### src/rtl/fpdiv_seq_arbiter.sv
// rtl/fpdiv_seq_arbiter.sv - two-port arbitrated sequential FP32 divider, one quotient bit per cycle
// Optional macro FPDIV_SEQ_ZERO_CHK_EN adds res_dz and a zero-divisor fast path.
module fpdiv_seq_arbiter #(
  parameter int FIXED_PRIO = 0
) (
  input  logic        clk,
  input  logic        rst_n,
  input  logic        req0_valid,
  input  logic [31:0] req0_a,
  input  logic [31:0] req0_b,
  output logic        req0_ready,
  input  logic        req1_valid,
  input  logic [31:0] req1_a,
  input  logic [31:0] req1_b,
  output logic        req1_ready,
  output logic        res_valid,
  input  logic        res_ready,
  output logic        res_id,
  output logic [31:0] res_data,
  output logic        res_overflow,
  output logic        res_underflow,
  output logic        busy
`ifdef FPDIV_SEQ_ZERO_CHK_EN
  ,output logic       res_dz
`endif
);

  typedef enum logic [1:0] {IDLE, DIVIDE, NORM, DONE} state_t;

  state_t      state_q, state_d;
  logic        last_q;
  logic        id_q;
  logic        sign_q;
  logic [7:0]  ea_q, eb_q;
  logic [23:0] mb_q;
  logic [24:0] rem_q;
  logic [23:0] q_q;
  logic [4:0]  cnt_q;
  logic [31:0] data_q;
  logic        ovf_q, unf_q;
`ifdef FPDIV_SEQ_ZERO_CHK_EN
  logic        dz_q;
  logic        zero_div;
`endif

  logic        any_valid, pick1, accept;
  logic [31:0] sel_a, sel_b;
  logic [24:0] rem_sh, rem_nx;
  logic        ge;
  logic [8:0]  e_n;
  logic [22:0] mant_n;

  // Round-robin favours whoever was not granted last; last_q resets to 1 so req0 goes first.
  always_comb begin
    any_valid = req0_valid | req1_valid;
    if (req0_valid && req1_valid)
      pick1 = (FIXED_PRIO == 0) && !last_q;
    else
      pick1 = req1_valid;
    sel_a  = pick1 ? req1_a : req0_a;
    sel_b  = pick1 ? req1_b : req0_b;
    accept = (state_q == IDLE) && any_valid;
  end

`ifdef FPDIV_SEQ_ZERO_CHK_EN
  assign zero_div = (sel_b[30:0] == 31'd0);
`endif

  // First step compares the unshifted remainder; later steps shift in a zero first.
  always_comb begin
    rem_sh = (cnt_q == 5'd0) ? rem_q : {rem_q[23:0], 1'b0};
    ge     = (rem_sh >= {1'b0, mb_q});
    rem_nx = ge ? (rem_sh - {1'b0, mb_q}) : rem_sh;
  end

  always_comb begin
    e_n    = {1'b0, ea_q} + 9'd127 - {1'b0, eb_q} - {8'd0, ~q_q[23]};
    mant_n = q_q[23] ? q_q[22:0] : {q_q[21:0], 1'b0};
  end

  always_ff @(posedge clk or negedge rst_n) begin
    if (!rst_n) state_q <= IDLE;
    else        state_q <= state_d;
  end

  always_comb begin
    state_d = state_q;
    case (state_q)
      IDLE: begin
        if (accept) begin
`ifdef FPDIV_SEQ_ZERO_CHK_EN
          state_d = zero_div ? DONE : DIVIDE;
`else
          state_d = DIVIDE;
`endif
        end
      end
      DIVIDE:  if (cnt_q == 5'd23) state_d = NORM;
      NORM:    state_d = DONE;
      DONE:    if (res_ready) state_d = IDLE;
      default: state_d = IDLE;
    endcase
  end

  // Readies are gated by rst_n so every output is low while reset is held.
  always_comb begin
    req0_ready = rst_n && (state_q == IDLE) && any_valid && !pick1;
    req1_ready = rst_n && (state_q == IDLE) && any_valid && pick1;
    res_valid  = (state_q == DONE);
    busy       = (state_q != IDLE);
  end

  always_ff @(posedge clk or negedge rst_n) begin
    if (!rst_n) begin
      last_q <= 1'b1;
      id_q   <= 1'b0;
      sign_q <= 1'b0;
      ea_q   <= 8'd0;
      eb_q   <= 8'd0;
      mb_q   <= 24'd0;
      rem_q  <= 25'd0;
      q_q    <= 24'd0;
      cnt_q  <= 5'd0;
      data_q <= 32'd0;
      ovf_q  <= 1'b0;
      unf_q  <= 1'b0;
`ifdef FPDIV_SEQ_ZERO_CHK_EN
      dz_q   <= 1'b0;
`endif
    end else begin
      case (state_q)
        IDLE: begin
          if (accept) begin
            id_q   <= pick1;
            sign_q <= sel_a[31] ^ sel_b[31];
            ea_q   <= sel_a[30:23];
            eb_q   <= sel_b[30:23];
            mb_q   <= {1'b1, sel_b[22:0]};
            rem_q  <= {2'b01, sel_a[22:0]};
            q_q    <= 24'd0;
            cnt_q  <= 5'd0;
`ifdef FPDIV_SEQ_ZERO_CHK_EN
            if (zero_div) begin
              data_q <= {sel_a[31] ^ sel_b[31], 8'hFF, 23'd0};
              ovf_q  <= 1'b1;
              unf_q  <= 1'b0;
              dz_q   <= 1'b1;
            end
`endif
          end
        end
        DIVIDE: begin
          rem_q <= rem_nx;
          q_q   <= {q_q[22:0], ge};
          cnt_q <= cnt_q + 5'd1;
        end
        NORM: begin
`ifdef FPDIV_SEQ_ZERO_CHK_EN
          dz_q <= 1'b0;
`endif
          if (e_n == 9'd255 || e_n[8:7] == 2'b10) begin
            data_q <= 32'd0;
            ovf_q  <= 1'b1;
            unf_q  <= 1'b0;
          end else if (e_n[8:7] == 2'b11) begin
            data_q <= 32'd0;
            ovf_q  <= 1'b0;
            unf_q  <= 1'b1;
          end else begin
            data_q <= {sign_q, e_n[7:0], mant_n};
            ovf_q  <= 1'b0;
            unf_q  <= 1'b0;
          end
        end
        DONE: begin
          if (res_ready) last_q <= id_q;
        end
        default: ;
      endcase
    end
  end

  assign res_id        = id_q;
  assign res_data      = data_q;
  assign res_overflow  = ovf_q;
  assign res_underflow = unf_q;
`ifdef FPDIV_SEQ_ZERO_CHK_EN
  assign res_dz        = dz_q;
`endif

endmodule

### config.mk
export PLATFORM = sky130hd
export DESIGN_NAME = fpdiv_seq_arbiter
export DESIGN_NICKNAME = d
export VERILOG_FILES = /design/src/rtl/fpdiv_seq_arbiter.sv
export SDC_FILE = /design/constraint.sdc
export NUM_CORES = 1
export LEC_CHECK = 0
export CAP_MARGIN = 5
export CORE_MARGIN = 10
export CORE_UTILIZATION = 40
export DETAILED_ROUTE_END_ITERATION = 8
export GPL_ROUTABILITY_DRIVEN = 0
export GPL_TIMING_DRIVEN = 0
export HOLD_SLACK_MARGIN = 0.08
export PLACE_DENSITY = 0.62
export SETUP_SLACK_MARGIN = 0.3
export SYNTH_ARGS = -nofsm -noshare
export SYNTH_HDL_FRONTEND = slang
export SYNTH_SLANG_ARGS = --single-unit
### constraint.sdc
create_clock -name clk -period 6.55 [get_ports clk]
set_clock_uncertainty 0.1 [all_clocks]
set_input_delay 0.9825 -clock clk [delete_from_list [all_inputs] [get_ports clk]]
set_output_delay 0.9825 -clock clk [all_outputs]
set_load 0.01 [all_outputs]
==> results.toml, run 1 <==
[logic_synthesis]
synthTopCellsByCount = "132 x dfrtp_1, 98 x mux2i_1, 95 x inv_1, 90 x nand2_1, 62 x o21ai_0"
ys_seq_elements = 133
yosys-top-cells-area = "dfrtp_1 39%, mux2i_1 11%, ha_1 7.5%"
synth_edf_count = 0
yosysUniqueCellTypes = 73
syn_inst = 890
synth_top_flop_cell = "dfrtp_1"
synth_nets = 1077
yosysMostFrequentCell = "dfrtp_1"
seq_area_frac_synth_pct = 38.9
synth_top_area_share_pct = 38.6
yosysTopAreaCell = "dfrtp_1"
synthesis.area_um2 = 8550
synth_area_per_cell_um2 = 9.61
ys_async_sr_fraction_pct = 100
yosysWarningCount = 0

[global_routing]
grt_use_total_pct = 16.9
grt_first_pass_wirelength_um = 38600
first_global_vias = 7279
antenna_found_initial = 0
grt_max_degree = 90
grt_overflow = 0

[floorplanning]
die-height_um = 166
row_count = 53
die_w_um = 166
core_region_area_um2 = 21000
start_util_pct = 40.7
io_pins = 172
design.die.area_um2 = 27600

[worst_setup_path]
critPathBufInv = 4
cp.required_ns = 5.47
critPathKind = "primary input to output port"
cpMostUsedCell = "clkdlybuf4s50_1"
path_cells = "clkdlybuf4s50_1, a21boi_1, clkbuf_1, buf_1, and3_1, clkdlybuf4s50_1"
rr_worst_depth = 15
cp_max_fo = 10
cp_top_family = "buffers and inverters"
end_kind = "output port"
path_depth = 6
crit_path_top_delay_cell = "clkbuf_1"
critPathLaunchType = "primary input"
cp_data_arrival_time_ns = 3.96
cp_slowest_stage_delay_ns = 0.70

[timing]
rsz0062_at_grt = "no"
timing.final.hold_violations = 0
post-route-period-util_pct = 76.9
fmaxAchievable_mhz = 198
setup_viol_count_final = 0
slew-limit-headroom_pct = 42.5
setup_ws_ns = 1.51
tightest_slew_ns = 0.862
post-route-min-period_ns = 5.04
maxSlewViolCount = 0

[finish]
fin_util_pct = 53.5
area_growth_syn_to_layout_pct = 31.5
final_cells = 1369
design_area_um2 = 11200
num_antenna_cells = 0
drive_gt1_share_pct = 7.59
nets = 1268

[clock_network]
cts_setup_buffers = 0
cts_buffer_depth = 2
cts_tree = "yes"
hold_buffers = 0
ctsRootBufferMaster = "clkbuf_16"
post_cts_resized = 0
cts_inserted_buffers = 17
path_clk_slew_ns = 0.06
insertion_delay_ns = 0.42
clock_sinks = 133
h-tree-depth = 4

[route]
routedWlPerCell_um = 17.2
wirelength_um = 23600
antenna_left = 0
drt_first_pass_iters = 5
drt_iter0_drc = 454
drc = 0
avgViaCountPerCell = 5.20
vias = 7120

[power]
power_density_nw_per_um2 = 614
switching_share_pct = 47.2
p_leak_nw = 4.93
total_power_mw = 6.91
clockPowerShare_pct = 14.4
seqPwrFrac_pct = 18.7
p_comb_share_pct = 67.0
ir_drop_v = 0.000282
intPower_mw = 3.65
netSwitchingPower_mw = 3.26

[worst_hold_path]
hp-class = "flop to flop"
holdPathStages = 2

[placed_design]
portBuffers = 171
hpwl_um = 18400
dp_slack_ns = 1.47
dpl-instance-area_um2 = 10600
placed_cells = 1337

[flow_run]
cap_violations = 0

[outcome]
status = "complete, no violations"
## area by class of cell
class / instances / area, um^2
Timing Repair Buffer: 172 / 1740
Multi-Input combinational cell: 613 / 4650
Clock inverter: 15 / 185
Fill cell: 1987 / 9780
Inverter: 97 / 364
Clock buffer: 17 / 425
Sequential cell: 133 / 3330
Tap cell: 275 / 344
Buffer: 47 / 209
## power groups by stage
stage | registers, mW | logic, mW | clock network (mW)
final | 1.29 | 4.62 | 0.993
after global routing | 1.32 | 5.21 | 1.05
after CTS | 1.29 | 4.65 | 1.01
after detailed placement | 1.30 | 4.61 | 0
after global placement | 1.30 | 4.58 | 0
after floorplan | 1.26 | 3.51 | 0
## per-layer routing
metal  routed length, um  vias to the layer above  part of all wire (%)  global-route usage, %
met5                   0                        -                     0                      0
met4                 372                        0                   1.6                   4.78
met3                 978                       27                   4.1                   2.91
met2               11500                      182                    49                   28.7
met1               10700                     3336                    46                   21.5
li1                    -                     3575                     -                      -
## layout by cell type, fill, tap and decap left out, types with 13 or more instances in the layout
| master | n |
|---|---|
| clkdlybuf4s50_1 | 170 |
| dfrtp_1 | 132 |
| mux2i_1 | 98 |
| inv_1 | 95 |
| nand2_1 | 90 |
| o21ai_0 | 62 |
| ha_1 | 51 |
| a21oi_1 | 37 |
| o22ai_1 | 36 |
| clkbuf_1 | 34 |
| nor2_1 | 29 |
| mux2_2 | 25 |
| a22o_1 | 23 |
| clkbuf_16 | 17 |
| o221ai_1 | 15 |
| xnor2_1 | 13 |
## worst min-delay path: stages (launching register included)
cell and delay [ns]:
dfrtp_1 0.32, inv_1 0.06, nand2_1 0.06
## per-stage QoR
step	setup TNS, ns	hold WS (ns)
final	0	0.365
after CTS	0	0.368
after global placement	-150.16	0.345
after global routing	0	0.387
after floorplan	0	0.318
after detailed placement	0	0.353
## final timing paths
kind | slack, ns | from | end
setup / recovery | 1.51 | req1_valid | req1_ready
hold / removal | 0.37 | mb_q[23] | mb_q[23]
setup reg to reg | 1.75 | cnt_q[0] | rem_q[18]
hold reg to reg | 0.37 | mb_q[23] | mb_q[23]
max in group asynchronous | 5.16 | rst_n | rem_q[24]
min in group asynchronous | 0.40 | rst_n | mb_q[19]
## flip-flops by register name, indices dropped and copies added (netlist names)
name / count
state_q: 2
res_underflow: 1
rem_q: 25
q_q: 24
mb_q: 24
sign_q: 1
eb_q: 8
res_data: 32
last_q: 1
ea_q: 8
cnt_q: 5
res_overflow: 1
res_id: 1
## cell families (layout without fill, tap and decap cells)
group                      Yosys count  after routing  share of synthesized area (%)
DFF                                133            133                           38.9
muxes                              126            126                           15.2
and+or+nand+nor                    162            162                           8.75
xor gates and xnor gates            23             23                           2.36
buffers and inverters              144            348                           6.70
AOI/OAI and AO/OA                  248            248                           19.9
adders and majority gates           54             54                           8.17
No activity file was read; power rests on OpenSTA's default activity.
==> run 2, diff against run 1 <==
- clock period: 6.55 -> 4.7 ns (I/O delays scaled with it)
==> run 2 against run 1 <==
Sequential power grew 40%; die area is the same; critical path depth is the same; hold slack lost 0.24 ns; clock-buffer cell count is the same; largest power group unchanged.
==> results.toml, run 2 (synthesis gave the netlist of run 1 again) <==
[clock_network]
ctsRootBufferMaster = "clkbuf_16"
clock_sinks = 133
path_clk_slew_ns = 0.06
h-tree-depth = 4
insertion_delay_ns = 0.42
cts_tree = "yes"
hold_buffers = 0
cts_inserted_buffers = 17
cts_buffer_depth = 2

[flow_run]
cap_violations = 0

[route]
wirelength_um = 23700
top_layer = "met4"
drc = 0
antenna_left = 0
dr_wl_met3_um = 922
met1_length_um = 10800
drt_iter0_drc = 420
avgViaCountPerCell = 5.20
wl_met2_um = 11600
vias = 7138
drt_first_pass_iters = 5
routedWlPerCell_um = 17.3

[floorplanning]
die_w_um = 166
design.die.area_um2 = 27600
start_util_pct = 40.7
core_region_area_um2 = 21000
io_pins = 172
row_count = 53
die-height_um = 166

[finish]
largest_register_ffs = 32
mostFrequentLayoutCell = "clkdlybuf4s50_1"
num_antenna_cells = 0
final_cell_mix = "170 x clkdlybuf4s50_1, 132 x dfrtp_1, 98 x mux2i_1"
drive_gt1_share_pct = 8.39
fin_util_pct = 53.7
nets = 1271
final_cells = 1372
area_growth_syn_to_layout_pct = 32.1

[timing]
post-route-min-period_ns = 4.19
maxSlewViolCount = 0
fmaxAchievable_mhz = 239
timing.final.hold_violations = 0
slew-limit-headroom_pct = 41.7
setup_ws_ns = 0.509
setup_viol_count_final = 0
post-route-period-util_pct = 89.2
rsz0062_at_grt = "no"
tightest_slew_ns = 0.875

[worst_setup_path]
cp_slowest_stage_delay_ns = 0.59
cp_top_family = "buffers and inverters"
end_kind = "output port"
crit_path_top_delay_cell = "clkdlybuf4s50_1"
cp.required_ns = 3.89
cp_max_fo = 10
critPathBufInv = 4
critPathLaunchType = "primary input"
cp_data_arrival_time_ns = 3.39
path_cells = "clkdlybuf4s50_1, a21boi_1, clkbuf_2, buf_1, and3_1, clkdlybuf4s50_1"
critPathKind = "primary input to output port"
cpMostUsedCell = "clkdlybuf4s50_1"

[placed_design]
placed_cells = 1337
portBuffers = 171
hpwl_um = 18400
dp_slack_ns = -0.0692

[global_routing]
first_global_vias = 7281
grt_use_total_pct = 16.9
grt_max_degree = 90
grt_first_pass_wirelength_um = 38700
antenna_found_initial = 0
grt_overflow = 0

[outcome]
status = "complete, no violations"

[power]
p_leak_nw = 4.97
ir_drop_v = 0.000410
power_density_nw_per_um2 = 863
total_power_mw = 9.75

[worst_hold_path]
hp-class = "primary input to async pin"
==> run 2: cell count changes in the layout (fill, tap and decap cells not counted), moves of 2 or more <==
cell | before | now
clkbuf_1 | 34 | 30
buf_4 | 0 | 3
clkbuf_2 | 0 | 3
clkbuf_4 | 0 | 2
==> run 2: layer usage <==
layer / track usage (%) / vias to the layer above
met3: 2.91 / 34
met1: 21.5 / 3337
met4: 4.78 / 0
li1: - / 3586
met2: 28.7 / 181
met5: 0 / -
==> run 2: repair_timing <==
item	CTS	global route
setup buffers	1	2
endpoints found under the setup margin	59	41
gates resized for setup	5	6
==> run 2: metrics by stage <==
stage               cell area (um^2)  TNS [ns]  hold WS, ns
finish                         11300         0        0.120
floorplan                       8550         0        0.309
global route                   11300         0        0.148
CTS                            11300         0        0.132
global placement               10600   -361.38        0.345
detailed placement             10600    -0.481        0.353
==> run 2: path summary, 6_finish.rpt <==
path / slack (ns) / end / start / cells after the start
min in group clk: 0.36 / mb_q[23] / mb_q[23] / 2
min: 0.12 / mb_q[19] / rst_n / 1
max reg2reg: 0.53 / rem_q[13] / cnt_q[0] / 15
max: 0.51 / req1_ready / req1_valid / 6
min reg2reg: 0.36 / mb_q[23] / mb_q[23] / 2
max in group asynchronous: 3.58 / res_data[31] / rst_n / 2
==> run 2: cell type report <==
type,instances,area [um^2]
fillers,1980,9720
multi-input cells,613,4670
flip-flops and latches,133,3330
repair buffers,175,1760
clock buffers,17,425
inverters,97,364
well taps,275,344
plain buffers,47,220
clock inverters,15,185
==> run 2: power breakdown <==
group          total, mW  internal [mW]  switching [mW]
clock network       1.39          0.806           0.579
registers           1.80           1.55           0.250
logic               6.57           2.78            3.78
total               9.75           5.14            4.61
